### src/rtl/mux_bit_serializer_if.sv
// Bus bundle between the bit serializer and its surroundings.
// Carries the byte-input handshake, the 8-to-1 mux data/select/return
// wires, and the serial output handshake.
//   slave  : serializer side (consumes in_*, ser_ready, mux_out)
//   master : environment side (upstream producer, mux, downstream consumer)
interface mux_bit_serializer_if;
  localparam int unsigned DATA_W = 8;
  localparam int unsigned SEL_W  = 3;

  logic              in_valid;
  logic              in_ready;
  logic [DATA_W-1:0] in_data;
  logic [DATA_W-1:0] mux_data;
  logic [SEL_W-1:0]  mux_sel;
  logic              mux_out;
  logic              ser_valid;
  logic              ser_ready;
  logic              ser_bit;
  logic              ser_last;

  modport slave (
    input  in_valid, in_data, mux_out, ser_ready,
    output in_ready, mux_data, mux_sel, ser_valid, ser_bit, ser_last
  );

  modport master (
    output in_valid, in_data, mux_out, ser_ready,
    input  in_ready, mux_data, mux_sel, ser_valid, ser_bit, ser_last
  );
endinterface

### src/rtl/mux_bit_serializer.sv
// Byte-to-bit serializer built around an external 8-to-1 bit-select mux.
// Captures a byte on in_valid/in_ready, holds it on mux_data, steps mux_sel
// once per accepted serial beat and forwards mux_out as ser_bit, with
// ser_last on the final beat and an optional trailing parity beat.
// Ports:
//   clk  : rising-edge clock
//   rst  : synchronous active-high reset
//   bus  : handshake / mux bundle (slave modport)
//   busy : high whenever the serializer is not idle
module mux_bit_serializer #(
  parameter bit LSB_FIRST  = 1'b1,
  parameter bit PARITY_EN  = 1'b0,
  parameter bit PARITY_ODD = 1'b0
) (
  input  logic                  clk,
  input  logic                  rst,
  mux_bit_serializer_if.slave   bus,
  output logic                  busy
);

  localparam int unsigned DATA_W = 8;
  localparam int unsigned SEL_W  = 3;
  localparam int unsigned ST_W   = 2;

  localparam logic [ST_W-1:0] ST_IDLE  = 2'd0;
  localparam logic [ST_W-1:0] ST_SHIFT = 2'd1;
  localparam logic [ST_W-1:0] ST_PAR   = 2'd2;

  localparam logic [SEL_W-1:0] SEL_START = LSB_FIRST ? 3'd0 : 3'd7;
  localparam logic [SEL_W-1:0] CNT_LAST  = 3'd7;

  logic [ST_W-1:0]   state_q,     state_d;
  logic [DATA_W-1:0] data_q,      data_d;
  logic [SEL_W-1:0]  sel_q,       sel_d;
  logic [SEL_W-1:0]  cnt_q,       cnt_d;
  logic              par_q,       par_d;
  logic              in_ready_q,  in_ready_d;
  logic              ser_valid_q, ser_valid_d;
  logic              ser_last_q,  ser_last_d;
  logic              busy_q,      busy_d;

  // Next-state and next-output decode; outputs are registered from state_d.
  always_comb begin
    state_d     = state_q;
    data_d      = data_q;
    sel_d       = sel_q;
    cnt_d       = cnt_q;
    par_d       = par_q;
    in_ready_d  = 1'b0;
    ser_valid_d = 1'b0;
    ser_last_d  = 1'b0;
    busy_d      = 1'b0;

    case (state_q)
      ST_IDLE: begin
        if (bus.in_valid && in_ready_q) begin
          data_d  = bus.in_data;
          sel_d   = SEL_START;
          cnt_d   = '0;
          par_d   = 1'b0;
          state_d = ST_SHIFT;
        end
      end
      ST_SHIFT: begin
        if (bus.ser_ready) begin
          par_d = par_q ^ bus.mux_out;
          cnt_d = cnt_q + 3'd1;
          // Select wraps after the 8th beat; the wrapped value is never used.
          sel_d = LSB_FIRST ? (sel_q + 3'd1) : (sel_q - 3'd1);
          if (cnt_q == CNT_LAST) begin
            state_d = PARITY_EN ? ST_PAR : ST_IDLE;
          end
        end
      end
      ST_PAR: begin
        if (bus.ser_ready) begin
          state_d = ST_IDLE;
        end
      end
      default: begin
        state_d = ST_IDLE;
      end
    endcase

    in_ready_d  = (state_d == ST_IDLE);
    ser_valid_d = (state_d != ST_IDLE);
    busy_d      = (state_d != ST_IDLE);
    ser_last_d  = (state_d == ST_PAR) ||
                  ((state_d == ST_SHIFT) && (cnt_d == CNT_LAST) && !PARITY_EN);
  end

  // State and registered outputs.
  always_ff @(posedge clk) begin
    if (rst) begin
      state_q     <= ST_IDLE;
      data_q      <= '0;
      sel_q       <= SEL_START;
      cnt_q       <= '0;
      par_q       <= 1'b0;
      in_ready_q  <= 1'b1;
      ser_valid_q <= 1'b0;
      ser_last_q  <= 1'b0;
      busy_q      <= 1'b0;
    end else begin
      state_q     <= state_d;
      data_q      <= data_d;
      sel_q       <= sel_d;
      cnt_q       <= cnt_d;
      par_q       <= par_d;
      in_ready_q  <= in_ready_d;
      ser_valid_q <= ser_valid_d;
      ser_last_q  <= ser_last_d;
      busy_q      <= busy_d;
    end
  end

  // Data beats pass the mux output straight through; the parity beat
  // substitutes the accumulated parity.
  assign bus.ser_bit   = (state_q == ST_PAR) ? (par_q ^ PARITY_ODD) : bus.mux_out;
  assign bus.mux_data  = data_q;
  assign bus.mux_sel   = sel_q;
  assign bus.in_ready  = in_ready_q;
  assign bus.ser_valid = ser_valid_q;
  assign bus.ser_last  = ser_last_q;
  assign busy          = busy_q;

endmodule

### src/flat_wrapper.sv
// flat-port wrapper written by rule: the top's interface ports become plain ports
module mux_bit_serializer_flat 
#(
  parameter bit LSB_FIRST  = 1'b1,
  parameter bit PARITY_EN  = 1'b0,
  parameter bit PARITY_ODD = 1'b0
)
  (clk, rst, busy, bus_in_valid, bus_in_data, bus_mux_out, bus_ser_ready, bus_in_ready, bus_mux_data, bus_mux_sel, bus_ser_valid, bus_ser_bit, bus_ser_last);
  mux_bit_serializer_if bus_i ();
  input  logic clk;
  input  logic rst;
  output logic busy;
  input wire logic [$bits(bus_i.in_valid)-1:0] bus_in_valid;
  input wire logic [$bits(bus_i.in_data)-1:0] bus_in_data;
  input wire logic [$bits(bus_i.mux_out)-1:0] bus_mux_out;
  input wire logic [$bits(bus_i.ser_ready)-1:0] bus_ser_ready;
  output wire logic [$bits(bus_i.in_ready)-1:0] bus_in_ready;
  output wire logic [$bits(bus_i.mux_data)-1:0] bus_mux_data;
  output wire logic [$bits(bus_i.mux_sel)-1:0] bus_mux_sel;
  output wire logic [$bits(bus_i.ser_valid)-1:0] bus_ser_valid;
  output wire logic [$bits(bus_i.ser_bit)-1:0] bus_ser_bit;
  output wire logic [$bits(bus_i.ser_last)-1:0] bus_ser_last;
  assign bus_i.in_valid = bus_in_valid;
  assign bus_i.in_data = bus_in_data;
  assign bus_i.mux_out = bus_mux_out;
  assign bus_i.ser_ready = bus_ser_ready;
  assign bus_in_ready = bus_i.in_ready;
  assign bus_mux_data = bus_i.mux_data;
  assign bus_mux_sel = bus_i.mux_sel;
  assign bus_ser_valid = bus_i.ser_valid;
  assign bus_ser_bit = bus_i.ser_bit;
  assign bus_ser_last = bus_i.ser_last;
  mux_bit_serializer #(.LSB_FIRST(LSB_FIRST), .PARITY_EN(PARITY_EN), .PARITY_ODD(PARITY_ODD)) u_core (.clk(clk), .rst(rst), .bus(bus_i), .busy(busy));
endmodule
### config.mk
export PLATFORM = sky130hd
export DESIGN_NAME = mux_bit_serializer_flat
export DESIGN_NICKNAME = d
export VERILOG_FILES = /design/src/rtl/mux_bit_serializer_if.sv /design/src/rtl/mux_bit_serializer.sv /design/src/flat_wrapper.sv
export SDC_FILE = /design/constraint.sdc
export NUM_CORES = 1
export LEC_CHECK = 0
export ABC_AREA = 1
export CELL_PAD_IN_SITES_DETAIL_PLACEMENT = 1
export CELL_PAD_IN_SITES_GLOBAL_PLACEMENT = 2
export CORE_ASPECT_RATIO = 1.5
export CORE_MARGIN = 1
export CORE_UTILIZATION = 25
export CTS_BUF_LIST = sky130_fd_sc_hd__clkbuf_4 sky130_fd_sc_hd__clkbuf_8
export CTS_CLUSTER_SIZE = 16
export DETAILED_ROUTE_END_ITERATION = 6
export PLACE_DENSITY_LB_ADDON = 0.1
export SYNTH_ARGS = -nofsm -noshare
export SYNTH_HDL_FRONTEND = slang
export SYNTH_SLANG_ARGS = --single-unit
export TNS_END_PERCENT = 50
### constraint.sdc
create_clock -name clk -period 1.45 [get_ports clk]
set_input_delay 0.2175 -clock clk [delete_from_list [all_inputs] [get_ports clk]]
set_output_delay 0.2175 -clock clk [all_outputs]
set_load 0.01 [all_outputs]
# Word level (Yosys, flattened, before mapping)
# Cells that the tools add are included.
# W data, S select, Z words.
[word_totals]
regBits = 20
elab_cells = 43
input_bits = 13
out_inout_bits = 16
[op_classes]
eq_ne = 8
mux = 15
add_sub_neg = 2
reduce_logical = 9
bitwise_logic = 1
[ops]
columns = ["cell", "count"]
rows = [
  ["$mux W3", 4],
  ["$pmux W3 S2", 2],
  ["$mux W2", 4],
  ["$add A3 B1 Y3 const B", 2],
  ["$eq A3 B3 Y1 const B", 2],
  ["$pmux W2 S3", 1],
  ["$eq A2 B1 Y1 const B", 2],
  ["$eq A2 B2 Y1 const B", 2],
  ["$logic_not A2 Y1", 2],
  ["$reduce_bool A2 Y1", 2],
  ["$mux W1", 3],
  ["$reduce_and A3 Y1", 1],
  ["$logic_and A1 B1 Y1", 2],
  ["$ne A2 B1 Y1 const B", 1],
  ["$ne A2 B2 Y1 const B", 1],
  ["$pmux W1 S2", 1],
  ["$reduce_and A2 Y1", 1],
  ["$logic_or A1 B1 Y1", 1],
  ["$xor A1 B1 Y1", 1],
]

# Depth between registers and ports, before layout
[logic_depth]
word_depth = 7
mapped_depth = 7
mapped_depth_nobuf = 7

# Least setup slack after synthesis
# Ideal clock, no wire load.
[synth_timing]
path_type = "register -> register"
from = "reg u_core.cnt_q[0]"
to = "reg u_core.ser_last_q (netlist: u_core.bus.ser_last)"
t_required_ps = 1384
setup_ps = 66
arrival_time_ps = 1123
slack_ps = 261
path_buffers = 0
synth_period_minus_slack_ps = 1189
stages_incl_launch_ff = 7
path_cell_list = "dfxtp_1 > ha_1 > ha_1 > inv_1 > o21ai_1 > nand3_1 > a21oi_2"
[synth_via]
elab_chain_cells = 7
elab_cells_between_ends = 13
cone_classes = "add/sub (1); eq/ne (4); mux (6); reduce/logical (2)"
[synth_rtl]
columns = ["element", "line_no", "source"]
rows = [
  ["start, declared", "mux_bit_serializer.sv:35", "logic [SEL_W-1:0] cnt_q, cnt_d;"],
  ["start signal, assigned", "mux_bit_serializer.sv:108", "cnt_q <= cnt_d;"],
  ["parallel branches: the longest is 6 deep, another holds $add A3 B1 Y3", "-", ""],
  ["$logic_or A1 B1 Y1 *", "mux_bit_serializer.sv:88", "ser_last_d = (state_d == ST_PAR) ||"],
  ["end signal, assigned", "mux_bit_serializer.sv:112", "ser_last_q <= ser_last_d;"],
  ["end, declared", "mux_bit_serializer.sv:39", "logic ser_last_q, ser_last_d;"],
]
# Every way passes the cells marked *.
# A chain may end at the register's enable or synchronous reset.

# Final worst setup path
[layout_timing]
from = "reg u_core.sel_q[2] (netlist: u_core.bus.mux_sel[2])"
to = "out bus_mux_sel[2]"
[layout_lines]
columns = ["element", "line_no", "source"]
rows = [
  ["start, declared", "mux_bit_serializer.sv:34", "logic [SEL_W-1:0] sel_q, sel_d;"],
  ["start signal, assigned", "mux_bit_serializer.sv:107", "sel_q <= sel_d;"],
  ["end, declared", "flat_wrapper.sv:19", "output wire logic [$bits(bus_i.mux_sel)-1:0] bus_mux_sel;"],
]
# No word-level cell between the ends.

==> impl_summary.log <==
[metrics] Ports: 29
[metrics] element type at the critical path start: flop
[metrics] number of slew-limit violations in the final report: 0
[metrics] proportion of synthesized flip-flops having asynchronous set or reset: 0%
[metrics] Yosys warning count: 0
[metrics] worst endpoint required time: 1.23 ns
[metrics] Top Layer Used: met4
[metrics] result of the run: finished, final reports clean
[metrics] met3 WL post-DR: 64 um
[metrics] headroom to the max-slew limit: 83.15%
[metrics] Peak VDD IR: 0.4537 mV
[metrics] Post-Route Setup TNS: 0 ns
[metrics] number of buffers on the longest clock path: 2
[metrics] TritonCTS sink count: 20
[metrics] total chip power: 1.366 mW
[metrics] met1 layer wirelength in the final routing: 865 um
[metrics] cell with the most instances after synthesis: nor2_1
[metrics] class of the tightest hold or removal check: reg2reg
[metrics] delay-heaviest family, CP: buffers and inverters
[metrics] portion of synthesized cell area occupied by the leading cell type: 46.65%
[metrics] amount of wire on met2 after detailed routing: 1333 um
[metrics] Power Dens Cells: 1040 mW/mm2
[metrics] number of antenna violations at the first check in global routing: 0
[metrics] average cell area after synthesis: 7.875 um2
[metrics] Min Clock Period, post-route: 1.376 ns
[metrics] clock latency reported for the late side of the worst-skew pair: 0.26 ns
[metrics] Clk pin slew, worst setup/hold paths: 0.07 ns
[metrics] Total Nets Final: 167
[metrics] RSZ-0062 raised after global routing: false
[metrics] cell at the root of the clock tree: clkbuf_8
[metrics] H-tree levels: 1
[metrics] vias per cell: 4.479
[metrics] final hold violations: 0
[metrics] CP Cell Sequence: clkdlybuf4s50_1
[metrics] average wire per standard cell: 12.12 um
[metrics] count of inserted antenna diode cells: 0
[metrics] Max Cap Viol: 0
[metrics] antenna-violating nets left: 0
[metrics] Post-DP HPWL: 1873 um
[metrics] standard cell with the maximum stage delay on the critical path: clkdlybuf4s50_1
[metrics] initial core utilization: 26.64%
[metrics] commonest register cell after synthesis: dfxtp_1
[metrics] post-synth top area cell: dfxtp_1
[metrics] Buf/Inv on CP: 1
[metrics] number of detailed-route iterations in the first pass: 3
[metrics] EDFF count, synth: 0
[metrics] number of distinct standard cells referenced by the synthesized netlist: 22
[metrics] number of global-route vias before repair: 892
[metrics] floorplan die width: 49.84 um
[metrics] # DRC: 0
[metrics] critical path start-end classification: reg2out
[metrics] layout cells sized above 1: 19.33%
[metrics] Congestion Overflow GR: 0
[metrics] Core Footprint: 0.003222 mm2
[metrics] vias after detailed routing: 851
[metrics] critical-path maximum fanout: 3
[metrics] post-synthesis register bit count: 20
[metrics] final period utilization: 94.91%
[metrics] worst path arrival time: 1.16 ns
[metrics] leading cell types by count after synthesis: nor2_1 (25), dfxtp_1 (20), nand2_1 (15)
[metrics] global-route wire length before repair: 3753 um
[metrics] largest net degree at the start of global routing: 12
[metrics] Inst Count DP: 186
[metrics] Clock Skew: 0.002066 ns
[metrics] maximum achievable frequency: 726.6 MHz
[metrics] Routability Congestion: 0.7519
[metrics] routed wire length: 2303 um
[metrics] area of the die: 0.003676 mm2
[metrics] leakage power: 0.5925 nW
[metrics] global router's overall resource usage: 13.73%
[metrics] Seq/Total Area, Yosys: 46.65%
[metrics] syn_nets: 125
[metrics] worst stage delay on the critical path: 0.54 ns
[metrics] slew at the pin closest to its max-slew limit: 0.2525 ns
[metrics] total standard cell area after synthesis: 858.3 um2
[metrics] kind of end point of the critical path: output pin
[metrics] number of setup violations in the final report: 0
[metrics] CTS tree: done
[metrics] number of clock buffers inserted by TritonCTS: 3
[metrics] I/O Buffers: 28
[metrics] synth top area cells: dfxtp_1 (47%), nor2_1 (11%), nand2_1 (6.6%)
[metrics] number of standard cells in the final layout excluding fillers: 190
[metrics] number of standard cells after synthesis: 109
[metrics] y dimension of the die: 73.77 um
[metrics] DRT iter0 DRCs: 9
[metrics] number of core rows: 25
[metrics] Layout area overhead: 53.06%
## cell usage in the layout (no fill, tap or decap), drive strengths merged
master,n
inv,13
dlymetal6s2s,1
clkdlybuf4s50,26
buf,11
dfxtp,20
nor3,3
clkdlybuf4s15,1
or2,1
nand3,2
a21oi,6
clkbuf,4
o21ai,11
nand4,1
ha,3
and3,2
nor2,27
nand2,18
## sequential cells by signal, summed over array words and instances (netlist names)
| register | cells |
|---|---|
| u_core.bus.in_ready | 1 |
| u_core.cnt_q | 3 |
| u_core.bus.mux_sel | 3 |
| u_core.par_q | 1 |
| u_core.bus.ser_last | 1 |
| u_core.state_q | 2 |
| u_core.bus.mux_data | 8 |
| u_core.bus.ser_valid | 1 |
## routing by layer
metal / global-route usage, % / vias up
met4: 7.619 / 0
met3: 2.070 / 4
met2: 26.73 / 17
li1: - / 425
met5: 0 / -
met1: 13.50 / 405
## metrics by stage
stage	utilization (%)	worst slack (ns)	hold slack (ns)	instance area, um2
after floorplan	-	0.2611	0.2907	858.3
after global placement	38.87	-0.1132	0.4642	1252
after detailed placement	38.87	-0.1670	0.4832	1252
after CTS	40.54	0.01081	0.4956	1306
after global routing	40.78	0.01300	0.5207	1314
final	40.78	0.07375	0.4902	1314
## final cells by class
class                      count  area (um2)
clock buffer                   4       55.05
multi-input combinational     74       392.9
fill                         408        1908
timing repair buffer          39       365.4
tap                           40       50.05
inverter                      13       48.80
sequential                    20       401.6
## final timing paths
check	start	to	slack, ns	cells after the start
min	u_core.bus.mux_data[5]$_SDFFE_PP0P_	u_core.bus.mux_data[5]$_SDFFE_PP0P_	0.49	2
min reg2reg	u_core.bus.mux_data[5]$_SDFFE_PP0P_	u_core.bus.mux_data[5]$_SDFFE_PP0P_	0.49	2
max	u_core.bus.mux_sel[2]$_SDFFE_PP0P_	bus_mux_sel[2]	0.07	1
max reg2reg	u_core.state_q[0]$_SDFF_PP0_	u_core.bus.mux_sel[0]$_SDFFE_PP0P_	0.13	6
## power by group
group          total, mW  internal, mW  switching (mW)
clock network      0.427         0.242           0.185
logic              0.317         0.166           0.151
registers          0.623         0.595          0.0281
## kinds of logic after synthesis
group                    share of synthesized area, %
AO/OA/AOI/OAI                                   11.22
adder cells (fa/ha/maj)                         4.374
buffers and inverters                           7.871
flip-flops                                      46.65
AND/OR/NAND/NOR                                 29.88
## timing repair
| item | in CTS | in global routing |
|---|---|---|
| gates resized for setup | 1 | 5 |
| buffers inserted | 0 | 0 |
| setup endpoints to repair | 1 | 2 |
| pin swaps | 0 | 0 |
| hold buffers | 0 | 0 |
Note: power is estimated with default switching activity, not from simulation.
==> RTL change: new RTL, same flow settings <==
Take the reset off `data_q` and load it in a clocked block of its own.
--- a/src/rtl/mux_bit_serializer.sv
+++ b/src/rtl/mux_bit_serializer.sv
@@ -93,7 +93,6 @@
   always_ff @(posedge clk) begin
     if (rst) begin
       state_q     <= ST_IDLE;
-      data_q      <= '0;
       sel_q       <= SEL_START;
       cnt_q       <= '0;
       par_q       <= 1'b0;
@@ -103,7 +102,6 @@
       busy_q      <= 1'b0;
     end else begin
       state_q     <= state_d;
-      data_q      <= data_d;
       sel_q       <= sel_d;
       cnt_q       <= cnt_d;
       par_q       <= par_d;
@@ -112,6 +110,10 @@
       ser_last_q  <= ser_last_d;
       busy_q      <= busy_d;
     end
+  end
+
+  always_ff @(posedge clk) begin
+    data_q <= data_d;
   end
 
   // Data beats pass the mux output straight through; the parity beat
Check against the original RTL: differs if rst is asserted again (counterexample within 4 cycles, from zero or initial values and one cycle with rst high); with rst held inactive, the same outputs for 10 cycles.
==> RTL change against the original RTL <==
Power rose by 5.4%. Largest cell class unchanged. Sequential cell count unchanged. Area after synthesis down 4.8%. Wire length shrank 13%. Setup slack worse by 0.017 ns. Combinational power fell by 26%. Non-clock buffer count fell by 4. Final area fell by 3.0%. Worst hold slack gained 0.017 ns.
==> RTL change: results (changes against the original RTL) <==
| Metric | Value |
|---|---|
| Port Buf Inserts | 28 (unchanged) |
| Count of unique library cells instantiated by Yosys | 13 (-41%) |
| Switching power total | 325 uW (-11%) |
| Final nets | 150 (-10%) |
| Pre-antenna DRT Iters | 2 (-1) |
| Gr usage total | 0.128 (-0.00913) |
| Layout cells sized above 1 | 0.143 (-0.0505) |
| Transition at the pin with the smallest max-transition slack | 0.316 ns (+0.0635 ns) |
| Maximum ir drop on the vdd rail | 0.363 mV (-20%) |
| Drt initial violations | 7 (-2) |
| Net count after synthesis | 111 (-11%) |
| CP Data Arrival Time | 1.18 ns (+0.02 ns) |
| Crit Reg-Reg Endpoint | u_core.bus.ser_last |
| Worst Hold Launch | u_core.bus.mux_sel[0] |
| Destination of the worst hold path | u_core.bus.mux_sel[0] |
| Static Leakage | 0.586 nW (-1.1%) |
| Detailed-placement wirelength estimate | 1670 um (-11%) |
| Reg2reg path depth | 8 (+2) |
| Global-route wire length before repair | 3390 um (-9.8%) |
| Register-to-register path setup slack | 0.09 ns (-0.04 ns) |
| Placer's final routability congestion estimate | 0.763 (+1.4%) |
| Run status | finished clean |
| List of most frequent post-synthesis cells | sky130_fd_sc_hd__nand2_1 (25), sky130_fd_sc_hd__nor2_1 (19), sky130_fd_sc_hd__inv_1 (13) |
| Number of flops mapped to enable cells by yosys | 8 (+8) |
| Slowest cell delay on critical path | 0.56 ns (+0.02 ns) |
| Share of synthesized area occupied by flip-flops and latches | 0.588 (+0.122) |
| Total vias in the final route | 714 (-16%) |
| # fillers | 389 (-4.7%) |
| Average routed wire per standard cell | 11.6 um (-4.0%) |
| Launching point of the worst reg2reg path | u_core.cnt_q[0] |
| Largest cells by area after synthesis | sky130_fd_sc_hd__dfxtp_1 (29%), sky130_fd_sc_hd__edfxtp_1 (29%), sky130_fd_sc_hd__nand2_1 (11%), sky130_fd_sc_hd__nor2_1 (8.7%), sky130_fd_sc_hd__inv_1 (6.0%) |
| Via count of the first global-routing pass | 738 (-17%) |
| Clock tree skew after final layout | 0.00272 ns (+0.000654 ns) |
| Largest net degree at the start of global routing | 13 (+1) |
## RTL change: repair_timing
action / in CTS / in global routing
buffers inserted: 0 / 0
resized for setup: 2 / 5
endpoints found under the setup margin: 1 / 3
## RTL change: worst min-delay path, delay by kind of cell, from the launching register on
kind            cells  cell delay, ns
flops               1            0.34
compound gates      1            0.06
simple gates        1            0.07
## RTL change: cells by family after synthesis
kind of cell | after synthesis | synth area share
and+or+nand+nor | 52 | 0.262
DFF | 20 | 0.588
buffers and inverters | 15 | 0.0735
AOI/OAI and AO/OA | 5 | 0.0306
adders and majority gates | 3 | 0.0459
## RTL change: worst max-delay path by stage
stage                                to  slack (ns)  depth (start not counted)                   from
floorplan           u_core.bus.ser_last        0.22                          8        u_core.cnt_q[0]
global placement            bus_ser_bit       -0.08                          4            bus_mux_out
detailed placement          bus_ser_bit       -0.09                          4            bus_mux_out
CTS                         bus_ser_bit       0.001                          6      u_core.state_q[1]
global route                bus_ser_bit       0.005                          6      u_core.state_q[1]
finish                   bus_mux_sel[1]        0.06                          1  u_core.bus.mux_sel[1]
## RTL change: layer usage
layer,vias up,GRT usage,share of wire
met1,327,0.133,0.40
met5,-,0,0
met2,15,0.252,0.55
met3,4,0.0147,0.028
li1,368,-,-
met4,0,0.0588,0.016
## RTL change: power groups by stage
stage | Combinational, mW | Sequential [mW] | Clock [mW]
floorplan | 0.0870 | 0.668 | 0
global placement | 0.235 | 0.654 | 0
detailed placement | 0.239 | 0.656 | 0
CTS | 0.239 | 0.643 | 0.577
global route | 0.260 | 0.648 | 0.599
finish | 0.233 | 0.644 | 0.563
## RTL change: metrics by stage
step           cells   util  setup slack [ns]  instance area (sq um)
3_5_place_dp     169  0.381           -0.0918                   1190
6_report         173  0.408            0.0563                   1270
4_1_cts          173  0.404           0.00115                   1260
2_1_floorplan     95      -             0.217                    817
5_1_grt          173  0.408           0.00474                   1270
3_3_place_gp     169  0.381           -0.0827                   1190
## RTL change: final cells by class
type,count,share of cell area
sequential,20,0.379
inverter,14,0.0412
clock buffer,3,0.0324
tap,40,0.0393
clock inverter,1,0.0236
timing repair buffer,35,0.262
multi-input combinational,60,0.223
